===== src/rtl/bin2oht_pkg.sv =====
// Elaboration helpers for the pipelined binary to one-hot decoder.
// Stage k is 1-based and stage 0 is the virtual input stage (a single set bit).
package bin2oht_pkg;

   function automatic int stages(input int width, input int split);
      int wl;
      int sl;
      wl = $clog2(width);
      sl = $clog2(split);
      return (wl + sl - 1) / sl;
   endfunction

   // The last stage takes whatever index bits remain, which may be fewer than SPLIT_LOG.
   function automatic int stage_bits(input int width, input int split, input int k);
      int left;
      left = $clog2(width) - (k - 1) * $clog2(split);
      return (left < $clog2(split)) ? left : $clog2(split);
   endfunction

   function automatic int stage_width(input int width, input int split, input int k);
      int used;
      used = k * $clog2(split);
      if (used > $clog2(width)) used = $clog2(width);
      return 1 << used;
   endfunction

endpackage


===== src/rtl/bin2oht_stage.sv =====
// One register slice of the decoder: widens the partial one-hot by 2**N using the top N
// remaining index bits, with a combinational ready pass-through for bubble collapsing.
module bin2oht_stage #(
   parameter int IW = 1,
   parameter int N  = 1,
   parameter int RW = 1
) (
   input  logic                 clk,
   input  logic                 rst,
   input  logic                 i_vld,
   output logic                 i_rdy,
   input  logic [IW-1:0]        i_oht,
   input  logic [RW-1:0]        i_rem,
   output logic                 o_vld,
   input  logic                 o_rdy,
   output logic [(IW<<N)-1:0]   o_oht,
   output logic [RW-1:0]        o_rem
);

   localparam int OW = IW << N;

   logic          vld_q, vld_d;
   logic [OW-1:0] oht_q, oht_d;
   logic [RW-1:0] rem_q, rem_d;
   logic [N-1:0]  sel;
   logic [OW-1:0] dec;

   // Remaining index bits are kept MSB-aligned, so each stage always decodes the top N bits.
   assign sel   = i_rem[RW-1 -: N];
   assign i_rdy = ~vld_q | o_rdy;

   always_comb begin
      dec = '0;
      for (int j = 0; j < IW; j++) begin
         for (int m = 0; m < (1 << N); m++) begin
            dec[j*(1<<N) + m] = i_oht[j] & (sel == N'(m));
         end
      end
   end

   // NOTE: every always_comb output gets a default first (hold), otherwise a latch is inferred.
   always_comb begin
      vld_d = vld_q;
      oht_d = oht_q;
      rem_d = rem_q;
      if (i_rdy) begin
         vld_d = i_vld;
         oht_d = i_vld ? dec : '0;
         rem_d = i_vld ? (i_rem << N) : '0;
      end
   end

   // NOTE: state updates use non-blocking assignments; reset here is synchronous, sampled on clk.
   always_ff @(posedge clk) begin
      if (rst) begin
         vld_q <= 1'b0;
         oht_q <= '0;
         rem_q <= '0;
      end else begin
         vld_q <= vld_d;
         oht_q <= oht_d;
         rem_q <= rem_d;
      end
   end

   assign o_vld = vld_q;
   assign o_oht = oht_q;
   assign o_rem = rem_q;

endmodule


===== src/rtl/bin2oht_pipe.sv =====
// Pipelined binary to one-hot decoder with valid/ready handshake; decodes MSB first,
// SPLIT_LOG index bits per stage, one registered stage per slice.
module bin2oht_pipe
   import bin2oht_pkg::*;
#(
   parameter int WIDTH = 16,
   parameter int SPLIT = 4
) (
   input  logic                     clk,
   input  logic                     rst,
   input  logic                     i_vld,
   output logic                     i_rdy,
   input  logic [$clog2(WIDTH)-1:0] i_bin,
   output logic                     o_vld,
   input  logic                     o_rdy,
   output logic [WIDTH-1:0]         o_oht
);

   localparam int WIDTH_LOG = $clog2(WIDTH);
   localparam int STAGES    = stages(WIDTH, SPLIT);

   if (WIDTH < 2 || (WIDTH & (WIDTH - 1)) != 0) begin : g_bad_width
      $error("bin2oht_pipe: WIDTH must be a power of 2 and >= 2");
   end
   if (SPLIT < 2 || SPLIT > WIDTH || (SPLIT & (SPLIT - 1)) != 0) begin : g_bad_split
      $error("bin2oht_pipe: SPLIT must be a power of 2 within 2..WIDTH");
   end

   // Element k is the output of stage k; element 0 is the virtual input stage.
   logic                 vld_w [STAGES+1];
   logic                 rdy_w [STAGES+1];
   logic [WIDTH-1:0]     oht_w [STAGES+1];
   logic [WIDTH_LOG-1:0] rem_w [STAGES+1];

   assign vld_w[0]      = i_vld;
   assign oht_w[0]      = WIDTH'(1);
   assign rem_w[0]      = i_bin;
   assign rdy_w[STAGES] = o_rdy;
   assign i_rdy         = rdy_w[0];

   for (genvar g = 0; g < STAGES; g++) begin : g_stage
      localparam int IW = stage_width(WIDTH, SPLIT, g);
      localparam int N  = stage_bits(WIDTH, SPLIT, g + 1);
      localparam int OW = stage_width(WIDTH, SPLIT, g + 1);

      logic [OW-1:0] oht_o;

      bin2oht_stage #(
         .IW (IW),
         .N  (N),
         .RW (WIDTH_LOG)
      ) u_stage (
         .clk   (clk),
         .rst   (rst),
         .i_vld (vld_w[g]),
         .i_rdy (rdy_w[g]),
         .i_oht (oht_w[g][IW-1:0]),
         .i_rem (rem_w[g]),
         .o_vld (vld_w[g+1]),
         .o_rdy (rdy_w[g+1]),
         .o_oht (oht_o),
         .o_rem (rem_w[g+1])
      );

      assign oht_w[g+1] = WIDTH'(oht_o);
   end

   assign o_vld = vld_w[STAGES];
   assign o_oht = oht_w[STAGES];

endmodule


===== config.mk =====
export PLATFORM = sky130hd
export DESIGN_NAME = bin2oht_pipe
export DESIGN_NICKNAME = d
export VERILOG_FILES = /design/src/rtl/bin2oht_pkg.sv /design/src/rtl/bin2oht_stage.sv /design/src/rtl/bin2oht_pipe.sv
export SDC_FILE = /design/constraint.sdc
export NUM_CORES = 1
export LEC_CHECK = 0
export ABC_CLOCK_PERIOD_IN_PS = 2700
export CAP_MARGIN = 20
export CORE_ASPECT_RATIO = 0.75
export CORE_MARGIN = 2
export CORE_UTILIZATION = 50
export CTS_CLUSTER_DIAMETER = 120
export DETAILED_ROUTE_END_ITERATION = 6
export DONT_BUFFER_PORTS = 1
export GPL_TIMING_DRIVEN = 0
export PLACE_DENSITY_LB_ADDON = 0.1
export SLEW_MARGIN = 10
export SYNTH_ARGS = -nofsm -noshare
export SYNTH_HDL_FRONTEND = slang
export SYNTH_SLANG_ARGS = --single-unit

===== constraint.sdc =====
create_clock -name clk -period 2.7 [get_ports clk]
set_clock_uncertainty 0.2 [all_clocks]
set_input_delay 0 -clock clk [delete_from_list [all_inputs] [get_ports clk]]
set_output_delay 0 -clock clk [all_outputs]
set_load 0.1 [all_outputs]

==> run metrics <==
status finished, final reports clean; number of synthesized flops with an enable pin 0; slowest stage delay, CP 1.00 ns; clock latency on the worst-skew pair about 0.31 ns; Yosys cell types 20; initial antenna violation count 0; Vias 785; # port buffers 0; Buf/Inv on CP 2; mapped cell area 968 sq um; cts bufs inserted 3; GR Util All Layers 0.200; Cell Rows 13; Syn Nets 103; Worst Hold Class flip-flop to flip-flop; Area contributors post-synth dfxtp_1, o32ai_1, inv_1; Seq/Total Area, Yosys 0.496; TritonCTS clock tree yes; count of maximum capacitance violations 0; WL final about 2.0 mm; top cell type's share of synthesized area 0.496; CTS Sinks 24; Synth top cells by count dfxtp_1, inv_1, o32ai_1, mux2i_1, nand2b_1; GR Util met1 0.282; area delta synth->final 20.7%; Die H 42.1 um; width of the die around 55 um; total grt overflow 0; Final Util 0.659; Worst setup EP type flip-flop; clk slew on worst S/H paths 0.12 ns; HPWL after DPL around 1.3 mm; Tmin final 2.48 ns; vias in the first global route around 700; Final setup viols 0; flops & latches, synth 24; XOR/XNOR Fraction of Synth Area 0; post-DR wirelength/cell between 10 and 15 um; placed cell count 117; Placed Area 996 sq um; most numerous cell in the Yosys netlist dfxtp_1; hold_sp g_stage[0].u_stage.o_oht[2]; antenna viol nets, final 0; met2 usage 0.288; via/cell ratio 5.81; Logic pwr share 0.078; Worst Path Max Fanout 6; LEAKAGE roughly 0.38 nW; Psw 134 uW; DRT iter0 DRCs 15; Final Cycle Share 0.918; simple-gate area share of the yosys netlist 0.169; Final Hold Violating Endpoints 0; CP required 2.76 ns; power per cell area 486 nW/um^2; global-route wire length before repair 3.33 mm; # diodes 0; Starting Density 0.546; Adder-Cell Fraction of Synth Area 0; average size of a mapped cell 10.2 sq um; synthesized instance count 95; CP startpoint g_stage[1].u_stage.o_vld; final net count 123; sequential cell fraction of total power 0.656; final instance area roughly 1200 sq um; crit path cell chain and3b_1 -> buf_2 -> mux2i_1 -> dlygate4sd3_1; post-synthesis mux area share 0.0620; switch share 0.235; Peak VDD IR about 0.00041 V; max-slew violations 0; leading area contributor after synthesis dfxtp_1; crit start category flip-flop; Syn. warnings 0; clock power share 0.267; worst-margin pin slew 0.993 ns; DRT Pass-1 Iters 6; drt drc 0; gr busiest metal met2; cell family with most CP delay flip-flops; Setup TNS 0 ns; Final Wtd Congestion 0.712; WP data arrival between 2 and 3 ns; Worst path slowest cell dfxtp_1; overall power approximately 570 uW; fillers 158; maximum root-to-sink buffer count 2; H-tree Lvls 1; GR Util met3 0.0857; core area roughly 1800 sq um; largest net degree at the start of global routing 13; Compound-Gate Fraction of Synth Area 0.160; Async SR Flop Fraction 0; share of post-route cells with drive strength above 1 0.0796; largest family of logic cells by synthesized area simple AND/OR/NAND/NOR gates; fmax 403 MHz; Synth Flop Type dfxtp_1; critical path type flip-flop to flip-flop; Int Power 435 uW; RSZ-0062 raised after global routing false; I/O pins 26; Finished Layout Cells 135; Root Buffer Master clkbuf_4; Rel. slew slack 0.337; die area 2310 sq um; post-CTS setup buffer count 0; Reg2Reg Launch Point g_stage[1].u_stage.o_vld
[kinds of logic (layout without fill, tap and decap cells)]
| family | after synthesis | count (layout) |
|---|---|---|
| AOI/OAI and AO/OA | 18 | 18 |
| buffers and inverters | 24 | 42 |
| DFF | 24 | 24 |
| muxes | 6 | 6 |
| and+or+nand+nor | 23 | 23 |
[registers in the layout, summed over array words and instances, names as in the netlist]
name                   flops
g_stage.u_stage.o_vld      2
g_stage.u_stage.o_rem      2
g_stage.u_stage.o_oht     20
[power by group through the flow]
stage	Combinational, mW	Sequential (mW)	Clock [mW]
after detailed placement	0.0266	0.381	0
after CTS	0.0433	0.373	0.157
final	0.0442	0.373	0.152
after floorplan	0.0222	0.379	0
after global routing	0.0489	0.374	0.165
after global placement	0.0264	0.381	0
[through the flow]
| stage | setup slack, ns | hold WS [ns] |
|---|---|---|
| 6_report | 0.221 | 0.293 |
| 5_1_grt | 0.104 | 0.324 |
| 4_1_cts | 0.235 | 0.250 |
| 3_5_place_dp | 0.491 | -0.0641 |
| 3_3_place_gp | 0.504 | -0.0651 |
| 2_1_floorplan | 0.586 | -0.0705 |
[per-layer routing]
layer  vias to the layer above  part of all wire
li1                        375                 -
met1                       383              0.46
met2                        24              0.46
met3                         3             0.073
met4                         0            0.0065
met5                         -                 0
[placed cells by master (no fill, tap or decap)]
master,Yosys,routed
dfxtp_1,24,24
inv_1,17,17
o32ai_1,16,16
dlygate4sd3_1,0,15
nand2b_1,6,6
mux2i_1,6,6
nand2_1,4,4
buf_2,3,3
or3b_1,3,3
nand3b_1,3,3
clkbuf_4,0,3
buf_6,2,2
nand4bb_1,2,2
and3b_1,1,1
inv_2,1,1
nor2b_1,1,1
or3_1,1,1
clkbuf_1,1,1
nand4b_1,1,1
a21oi_1,1,1
o21ba_1,1,1
or4b_1,1,1
[final timing paths]
kind	depth (start not counted)	end	slack [ns]
max	4	g_stage[0].u_stage.o_oht[0]	0.22
max reg2reg	4	g_stage[0].u_stage.o_oht[0]	0.22
min reg2reg	2	g_stage[0].u_stage.o_oht[2]	0.29
min	2	g_stage[0].u_stage.o_oht[2]	0.29
[worst min-delay path: cells and delay by family (launching register included)]
| family | cells | cell delay [ns] |
|---|---|---|
| flops | 1 | 0.33 |
| simple gates | 1 | 0.06 |
| mux | 1 | 0.06 |
[layout make-up]
type,instances,area (sq um),area share
Sequential cell,24,480,0.411
Multi-Input combinational cell,47,379,0.324
Timing Repair Buffer,15,150,0.128
Inverter,18,67.6,0.0578
Buffer,6,41.3,0.0353
Tap cell,22,27.5,0.0236
Clock buffer,3,22.5,0.0193
[what timing repair did]
action,CTS,global route
hold buffers,15,0
resized for setup,0,0
endpoints found under the hold margin,24,0
Power figures use the tool's default switching activity.
